`src/rtl/demux_1to4_buf.sv`:
```
// 1-to-4 word demultiplexer. Each output channel has its own 2-entry FWFT buffer,
// so a stalled consumer only back-pressures words addressed to its own channel.

module demux_1to4_buf_chan #(
  parameter int ANCHO = 8
) (
  input  logic             clk,
  input  logic             rst_n,
  input  logic             push_i,
  input  logic [ANCHO-1:0] dato_i,
  input  logic             listo_i,
  output logic [ANCHO-1:0] dato_o,
  output logic             valido_o,
  output logic [1:0]       cnt_o,
  output logic             rdy_o
);
  logic [1:0][ANCHO-1:0] mem_q, mem_d;
  logic                  wr_q, wr_d, rd_q, rd_d;
  logic [1:0]            cnt_q, cnt_d;
  logic [ANCHO-1:0]      head_q, head_d;
  logic                  vld_q, vld_d;
  logic                  pop;

  assign pop   = vld_q && listo_i;
  // A full channel can still take a word on the edge its head is popped.
  assign rdy_o = (cnt_q != 2'd2) || listo_i;

  always_comb begin
    mem_d = mem_q;
    if (push_i) mem_d[wr_q] = dato_i;
    wr_d  = wr_q ^ push_i;
    rd_d  = rd_q ^ pop;
    cnt_d = cnt_q + {1'b0, push_i} - {1'b0, pop};
    vld_d = (cnt_d != 2'd0);
    // Head is registered from next-state storage so it is glitch-free and
    // keeps its last value once the channel drains.
    head_d = vld_d ? mem_d[rd_d] : head_q;
  end

  always_ff @(posedge clk or negedge rst_n) begin
    if (!rst_n) begin
      mem_q  <= '0;
      wr_q   <= 1'b0;
      rd_q   <= 1'b0;
      cnt_q  <= 2'd0;
      head_q <= '0;
      vld_q  <= 1'b0;
    end else begin
      mem_q  <= mem_d;
      wr_q   <= wr_d;
      rd_q   <= rd_d;
      cnt_q  <= cnt_d;
      head_q <= head_d;
      vld_q  <= vld_d;
    end
  end

  assign dato_o   = head_q;
  assign valido_o = vld_q;
  assign cnt_o    = cnt_q;
endmodule

module demux_1to4_buf #(
  parameter int ANCHO = 8
) (
  input  logic               clk,
  input  logic               rst_n,
  input  logic [ANCHO-1:0]   in_dato,
  input  logic [1:0]         in_sel,
  input  logic               in_valido,
  output logic               in_listo,
  output logic [4*ANCHO-1:0] out_dato,
  output logic [3:0]         out_valido,
  input  logic [3:0]         out_listo,
  output logic [7:0]         ocupacion
);
  localparam int NUM_LANES = 4;

  logic [NUM_LANES-1:0] rdy;

  assign in_listo = rdy[in_sel];

  for (genvar g = 0; g < NUM_LANES; g++) begin : g_chan
    logic push;
    assign push = in_valido && in_listo && (in_sel == 2'(g));

    demux_1to4_buf_chan #(.ANCHO(ANCHO)) u_chan (
      .clk      (clk),
      .rst_n    (rst_n),
      .push_i   (push),
      .dato_i   (in_dato),
      .listo_i  (out_listo[g]),
      .dato_o   (out_dato[g*ANCHO +: ANCHO]),
      .valido_o (out_valido[g]),
      .cnt_o    (ocupacion[2*g +: 2]),
      .rdy_o    (rdy[g])
    );
  end
endmodule

```
`config.mk`:
```
export PLATFORM = sky130hd
export DESIGN_NAME = demux_1to4_buf
export DESIGN_NICKNAME = d
export VERILOG_FILES = /design/src/rtl/demux_1to4_buf.sv
export SDC_FILE = /design/constraint.sdc
export NUM_CORES = 1
export LEC_CHECK = 0
export CELL_PAD_IN_SITES_DETAIL_PLACEMENT = 1
export CELL_PAD_IN_SITES_GLOBAL_PLACEMENT = 1
export CORE_UTILIZATION = 47
export CTS_BUF_LIST = sky130_fd_sc_hd__clkbuf_8
export CTS_CLUSTER_SIZE = 8
export DETAILED_ROUTE_END_ITERATION = 16
export PLACE_DENSITY_LB_ADDON = 0.1
export SLEW_MARGIN = 40
export SYNTH_ARGS = -nofsm -noshare
export SYNTH_HDL_FRONTEND = slang
export SYNTH_SLANG_ARGS = --single-unit
```
`constraint.sdc`:
```
create_clock -name clk -period 3.8 [get_ports clk]
set_clock_uncertainty 0.1 [all_clocks]
set_input_delay 0.38 -clock clk [delete_from_list [all_inputs] [get_ports clk]]
set_output_delay 0.38 -clock clk [all_outputs]
set_load 0.01 [all_outputs]
```
==> impl_metrics.json, run 1 <==
{
  "netlist_instances": 480,
  "ys.flop_type": "dfrtp_1",
  "slew_viol_final": 0,
  "route.vias.total": 4410,
  "hpwl_um": 10000,
  "antenna_left": 0,
  "path_cells": "clkdlybuf4s50_1, nor3b_2, or2_0, clkinv_1, ha_1, xor3_1, nor2_1, inv_1, o2111a_1, a211oi_1",
  "hold_path_class": "reg -> reg",
  "place.gp.congestion": 0.814,
  "rsz0062_at_grt": "no",
  "grt_overflow": 0,
  "path_clk_slew_ps": 70,
  "synth_async_sr_flop_share_pct": 100,
  "path_max_fanout": 16,
  "slew_headroom_pct": 45.3,
  "synth_warnings": 0,
  "port_buffers": 61,
  "tightestPinTransition_ps": 818,
  "nNetsFinal": 561,
  "pwr_density_cell_mw_per_mm2": 934,
  "cts_root_buf": "clkbuf_8",
  "outcome": "finished, final reports clean",
  "swShare_pct": 36.5,
  "hold_viol_final": 0,
  "cp.required_ps": 4050,
  "grt_max_degree": 64,
  "grt_pass1_vias": 4676,
  "post_cts_buffers": 0,
  "crit_arrival_ps": 3420,
  "clock-sinks": 116,
  "syn_area_per_cell_um2": 12.0,
  "routedWlPerCell_um": 21.9,
  "synth_cell_type_count": 67,
  "ir_drop_mv": 0.344,
  "r2r_cells": 9,
  "hp-start": "g_chan[0].u_chan.mem_q[10]",
  "min_path_cells": 1,
  "track_usage_pct": 26.1,
  "r2r_start": "g_chan[3].u_chan.cnt_o[0]",
  "cts_tree": "built",
  "cpPeakStageDelay_ps": 500,
  "final_common_cell": "dfrtp_1",
  "dp.cells": 665,
  "cts_buffer_depth": 2,
  "synth_seq_area_share_pct": 50.4,
  "p_seq_share_pct": 35.8,
  "worst-setup-path-type": "in -> reg",
  "post-route-period-util_pct": 83.4,
  "drtIter0Drc": 246,
  "reg2reg_slack_ps": 670,
  "layout.cells.most_common_list": "116 x dfrtp_1, 64 x mux2_2, 60 x clkdlybuf4s50_1",
  "syn_area_mm2": 0.00576,
  "insertion_delay_ps": 450,
  "cts_inserted_buffers": 17,
  "layoutNonFillerInstCount": 698,
  "synth_seq_cells": 116,
  "start_util_pct": 48.2,
  "drcViolationCount": 0,
  "finalSetupViolations": 0,
  "final_area_mm2": 0.00692,
  "power_frac_comb_pct": 45.5,
  "area_growth_pct": 20.1,
  "min_to": "g_chan[0].u_chan.mem_q[10]",
  "fp.dieH_um": 113,
  "fin_setup_tns_ps": 0,
  "p_int_uw": 4100,
  "cp-end-kind": "flop",
  "max_cap_viol_count": 0,
  "antenna_found_initial": 0,
  "vias_per_cell": 6.32,
  "dp_slack_ps": 218,
  "p_sw_uw": 2360,
  "boundaryPins": 62,
  "antenna_cells": 0,
  "syn_nets": 503,
  "dieArea_mm2": 0.0127,
  "die_x_um": 113,
  "start_kind": "input port",
  "fin_ws_ps": 630,
  "placed_area_mm2": 0.00649,
  "pwr-share-clk_pct": 18.7,
  "worstReg2RegEnd": "g_chan[3].u_chan.dato_o[2]",
  "row_count": 40,
  "drt_pre_antenna_iters": 4,
  "slowest_stage": "clkdlybuf4s50_1",
  "core_area_mm2": 0.0120,
  "finalPower_uw": 6470,
  "drive_gt1_share_pct": 24.5,
  "period_needed_ps": 3170,
  "leakage_uw": 0.00280,
  "grt_pass1_wl_um": 25200,
  "totalWireLength_um": 15300,
  "htree_levels": 4,
  "synth_enable_flop_cells": 0,
  "timing.fmax_mhz": 315
}
-- sequential cells by signal (all words and copies together), names as in the netlist --
signal / count
g_chan.u_chan.mem_q: 64
g_chan.u_chan.dato_o: 32
g_chan.u_chan.cnt_o: 8
g_chan.u_chan.rd_q: 4
g_chan.u_chan.valido_o: 4
g_chan.u_chan.wr_q: 4
-- through the flow --
step / utilization [%] / hold WS [ps]
4_1_cts: 57.9 / 410
3_3_place_gp: 54.2 / 381
3_5_place_dp: 54.3 / 386
6_report: 57.9 / 406
5_1_grt: 57.9 / 416
2_1_floorplan: - / -15.6
-- final cells by class --
| cell class | instances | area, µm² |
|---|---|---|
| fill | 1243 | 5040 |
| sequential | 116 | 2900 |
| multi-input combinational | 316 | 2640 |
| timing repair buffer | 75 | 728 |
| clock buffer | 21 | 289 |
| tap | 147 | 184 |
| clock inverter | 11 | 131 |
| inverter | 12 | 45.0 |
-- power by group through the flow --
stage | registers (µW) | clock network (µW) | logic, µW
floorplan | 2300 | 0 | 1900
global placement | 2290 | 0 | 2830
detailed placement | 2340 | 0 | 2920
CTS | 2320 | 1230 | 2950
global route | 2390 | 1290 | 3210
finish | 2320 | 1210 | 2940
-- cells in the mapped netlist (3+ instances only) --
cell	instances	area, µm²
a2111oi_0	8	70.1
a211oi_1	9	67.6
a21oi_1	16	80.1
a221oi_1	8	70.1
a31oi_1	15	93.8
a32oi_1	8	70.1
and2_1	5	31.3
and3b_1	4	35.0
buf_2	11	55.1
buf_4	5	37.5
clkbuf_1	17	63.8
dfrtp_1	116	2900
ha_1	6	75.1
inv_1	11	41.3
mux2_2	64	721
nand2_1	9	33.8
nand3_1	10	50.1
nand3b_1	3	22.5
nor2_1	15	56.3
nor3_1	11	55.1
nor3b_2	3	37.5
o2111a_1	7	78.8
o2111ai_1	7	61.3
o21ai_0	26	130
o221a_2	7	78.8
o2bb2ai_1	7	61.3
o31ai_1	8	60.1
o32ai_1	8	70.1
xnor2_1	9	78.8
-- worst max-delay path: cells and delay by family --
kind,cells,cell delay (ps)
buffers and inverters,3,1180
AOI/OAI and AO/OA,2,460
xor gates and xnor gates,1,200
and+or+nand+nor,3,880
adders and majority gates,1,320
-- worst max path at each step --
| stage | from | slack, ps | endpoint | depth (start not counted) |
|---|---|---|---|---|
| after floorplan | g_chan[0].u_chan.cnt_o[1] | 1000 | g_chan[0].u_chan.dato_o[0] | 7 |
| after global placement | out_listo[3] | 390 | g_chan[3].u_chan.dato_o[2] | 10 |
| after detailed placement | out_listo[3] | 220 | g_chan[3].u_chan.dato_o[2] | 10 |
| after CTS | out_listo[3] | 660 | g_chan[3].u_chan.dato_o[2] | 10 |
| after global routing | out_listo[3] | 330 | g_chan[3].u_chan.dato_o[4] | 10 |
| final | out_listo[3] | 630 | g_chan[3].u_chan.dato_o[2] | 10 |
-- logic make-up after synthesis --
group / after synthesis / share of synthesized area, %
buffers and inverters: 48 / 3.82
xor gates and xnor gates: 13 / 2.74
muxes: 65 / 12.7
and+or+nand+nor: 82 / 9.38
AOI/OAI and AO/OA: 150 / 19.6
adders and majority gates: 6 / 1.30
DFF: 116 / 50.4
-- metal layers --
metal	GRT usage, %	share of wire, %	wire [µm]	up-vias
li1	-	-	-	1990
met3	4.55	3.6	556	24
met2	44.5	52	7900	97
met5	0	0	0	-
met4	10.5	2.0	300	0
met1	33.0	43	6570	2299
-- repair_timing --
item | in CTS | in global routing
hold buffers | 1 | 0
gates resized for setup | 0 | 0
hold endpoints to repair | 53 | 0
No activity file was read; power rests on OpenSTA's default activity.
==> inputs of run 2 (changes only) <==
--- a/config.mk
+++ b/config.mk
@@ -7,7 +7,7 @@
 export LEC_CHECK = 0
 export CELL_PAD_IN_SITES_DETAIL_PLACEMENT = 1
 export CELL_PAD_IN_SITES_GLOBAL_PLACEMENT = 1
-export CORE_UTILIZATION = 47
+export CORE_UTILIZATION = 43
 export CTS_BUF_LIST = sky130_fd_sc_hd__clkbuf_8
 export CTS_CLUSTER_SIZE = 8
 export DETAILED_ROUTE_END_ITERATION = 16
==> constraint.sdc (replaced) <==
create_clock -name clk -period 2.89 [get_ports clk]
set_clock_uncertainty 0.1 [all_clocks]
set_input_delay 0.289 -clock clk [delete_from_list [all_inputs] [get_ports clk]]
set_output_delay 0.289 -clock clk [all_outputs]
set_load 0.01 [all_outputs]
==> run 2 against run 1 <==
  * Final cell count is 6.3% higher
  * Core utilization is 2.7 points lower
  * Critical path depth shrank 4
  * Clock power up 26%
  * Register-to-register slack got worse by 500 ps
==> impl_metrics.json, run 2 (synthesis results as in run 1) <==
{
  "core_area_mm2": 0.0128,
  "htree_levels": 4,
  "reg2reg_slack_ps": 170,
  "antenna_cells": 0,
  "nNetsFinal": 580,
  "max_cap_viol_count": 0,
  "cts_hold_repair.buffers": 1,
  "fp.dieH_um": 118,
  "finalPower_uw": 8510,
  "start_util_pct": 44.9,
  "fillCellCount": 1342,
  "post-route-period-util_pct": 95.7,
  "vias_per_cell": 5.87,
  "area_growth_pct": 22.8,
  "cts_inserted_buffers": 17,
  "leakage_uw": 0.00287,
  "grt_pass1_vias": 4719,
  "hold_viol_final": 0,
  "start_kind": "flop",
  "drtIter0Drc": 274,
  "drt_pre_antenna_iters": 4,
  "cts_buffer_depth": 2,
  "worst-setup-path-type": "reg -> out",
  "tightestPinTransition_ps": 732,
  "p_seq_share_pct": 35.8,
  "antenna_left": 0,
  "grt_pass1_wl_um": 25700,
  "track_usage_pct": 24.1,
  "route.vias.total": 4357,
  "path_max_fanout": 19,
  "fin_setup_tns_ps": 0,
  "ir_drop_mv": 0.547,
  "slowest_stage": "or3b_2",
  "cts_resized": 0,
  "final_common_cell": "dfrtp_1",
  "slew_viol_final": 0,
  "antenna_found_initial": 0,
  "rsz0062_at_grt": "no",
  "row_count": 41,
  "finalSetupViolations": 0,
  "grt_overflow": 0,
  "crit_arrival_ps": 2380,
  "drive_gt1_share_pct": 27.0,
  "placed_area_mm2": 0.00666,
  "layoutNonFillerInstCount": 742,
  "totalWireLength_um": 15500,
  "critPathBufInv": 2,
  "insertion_delay_ps": 440,
  "path_clk_slew_ps": 70,
  "largest_reg_flops": 64,
  "cp-end-kind": "output port",
  "drcViolationCount": 0,
  "crit_family": "buffers and inverters",
  "cts_root_buf": "clkbuf_8",
  "timing.fmax_mhz": 362,
  "p_sw_uw": 3120,
  "port_buffers": 61,
  "dp.cells": 709,
  "place.gp.congestion": 0.806,
  "power_frac_comb_pct": 46.4,
  "boundaryPins": 62,
  "routedWlPerCell_um": 20.8,
  "period_needed_ps": 2770,
  "swShare_pct": 36.7,
  "outcome": "finished, final reports clean",
  "p_int_uw": 5390,
  "dieArea_mm2": 0.0139,
  "die_x_um": 118,
  "pwr_density_cell_mw_per_mm2": 1200,
  "layout.cells.most_common_list": "116 x dfrtp_1, 64 x mux2_2, 60 x clkdlybuf4s50_1",
  "hpwl_um": 10700,
  "cp.required_ps": 2500,
  "final_area_mm2": 0.00707,
  "slew_headroom_pct": 51.0,
  "cpPeakStageDelay_ps": 480,
  "grt_max_degree": 91,
  "regMostFlops": "g_chan.u_chan.mem_q",
  "cts_tree": "built",
  "clock-sinks": 116,
  "hold_path_class": "in -> async",
  "path_cells": "or3b_2, buf_4, nor2_1, a211oi_1, a21o_1, clkdlybuf4s50_1",
  "post_cts_buffers": 0,
  "pwr-share-clk_pct": 17.9
}
[run 2: cell types whose count changed in the layout (fill, tap and decap cells not counted)]
| cell | previous run | this run |
|---|---|---|
| buf_4 | 13 | 32 |
| clkbuf_8 | 21 | 17 |
| clkinv_2 | 6 | 5 |
| clkinv_4 | 0 | 2 |
| clkinvlp_4 | 1 | 4 |
[run 2: final cells by class]
type	count	area [µm²]	share of cell area, %
Clock inverter	15	166	2.35
Clock buffer	17	234	3.31
Multi-Input combinational cell	316	2640	37.3
Sequential cell	116	2900	41.0
Inverter	12	45.0	0.637
Tap cell	172	215	3.04
Timing Repair Buffer	94	871	12.3
[run 2: routing by layer]
metal / track usage (%) / wire length (µm) / up-vias
met2: 39.5 / 7770 / 85
met1: 31.0 / 6850 / 2228
met3: 5.14 / 499 / 26
met5: 0 / 0 / -
met4: 9.62 / 349 / 0
li1: - / - / 2018
[run 2: metrics by stage]
stage / setup WS, ps / hold slack (ps) / util [%]
finish: 125 / 202 / 55.2
global route: 27.4 / 229 / 55.2
detailed placement: -145 / 134 / 52.0
floorplan: 94.6 / -107 / -
CTS: 81.7 / 198 / 55.2
global placement: 13.6 / 136 / 52.0
[run 2: final timing paths]
check,startpoint,cells past startpoint,to
max,g_chan[0].u_chan.cnt_o[1],6,in_listo
min,rst_n,2,g_chan[2].u_chan.rd_q
max reg2reg,g_chan[0].u_chan.cnt_o[1],8,g_chan[0].u_chan.dato_o[6]
min reg2reg,g_chan[0].u_chan.mem_q[4],1,g_chan[0].u_chan.mem_q[4]
max in group asynchronous,rst_n,3,g_chan[3].u_chan.dato_o[3]
min in group clk,g_chan[0].u_chan.mem_q[4],1,g_chan[0].u_chan.mem_q[4]
[run 2: power by group through the flow]
stage / clock (µW) / combinational, µW / sequential, µW
floorplan: 0 / 2500 / 3020
global placement: 0 / 3830 / 3030
detailed placement: 0 / 3960 / 3070
CTS: 1560 / 3980 / 3040
global route: 1640 / 4320 / 3150
finish: 1520 / 3950 / 3040
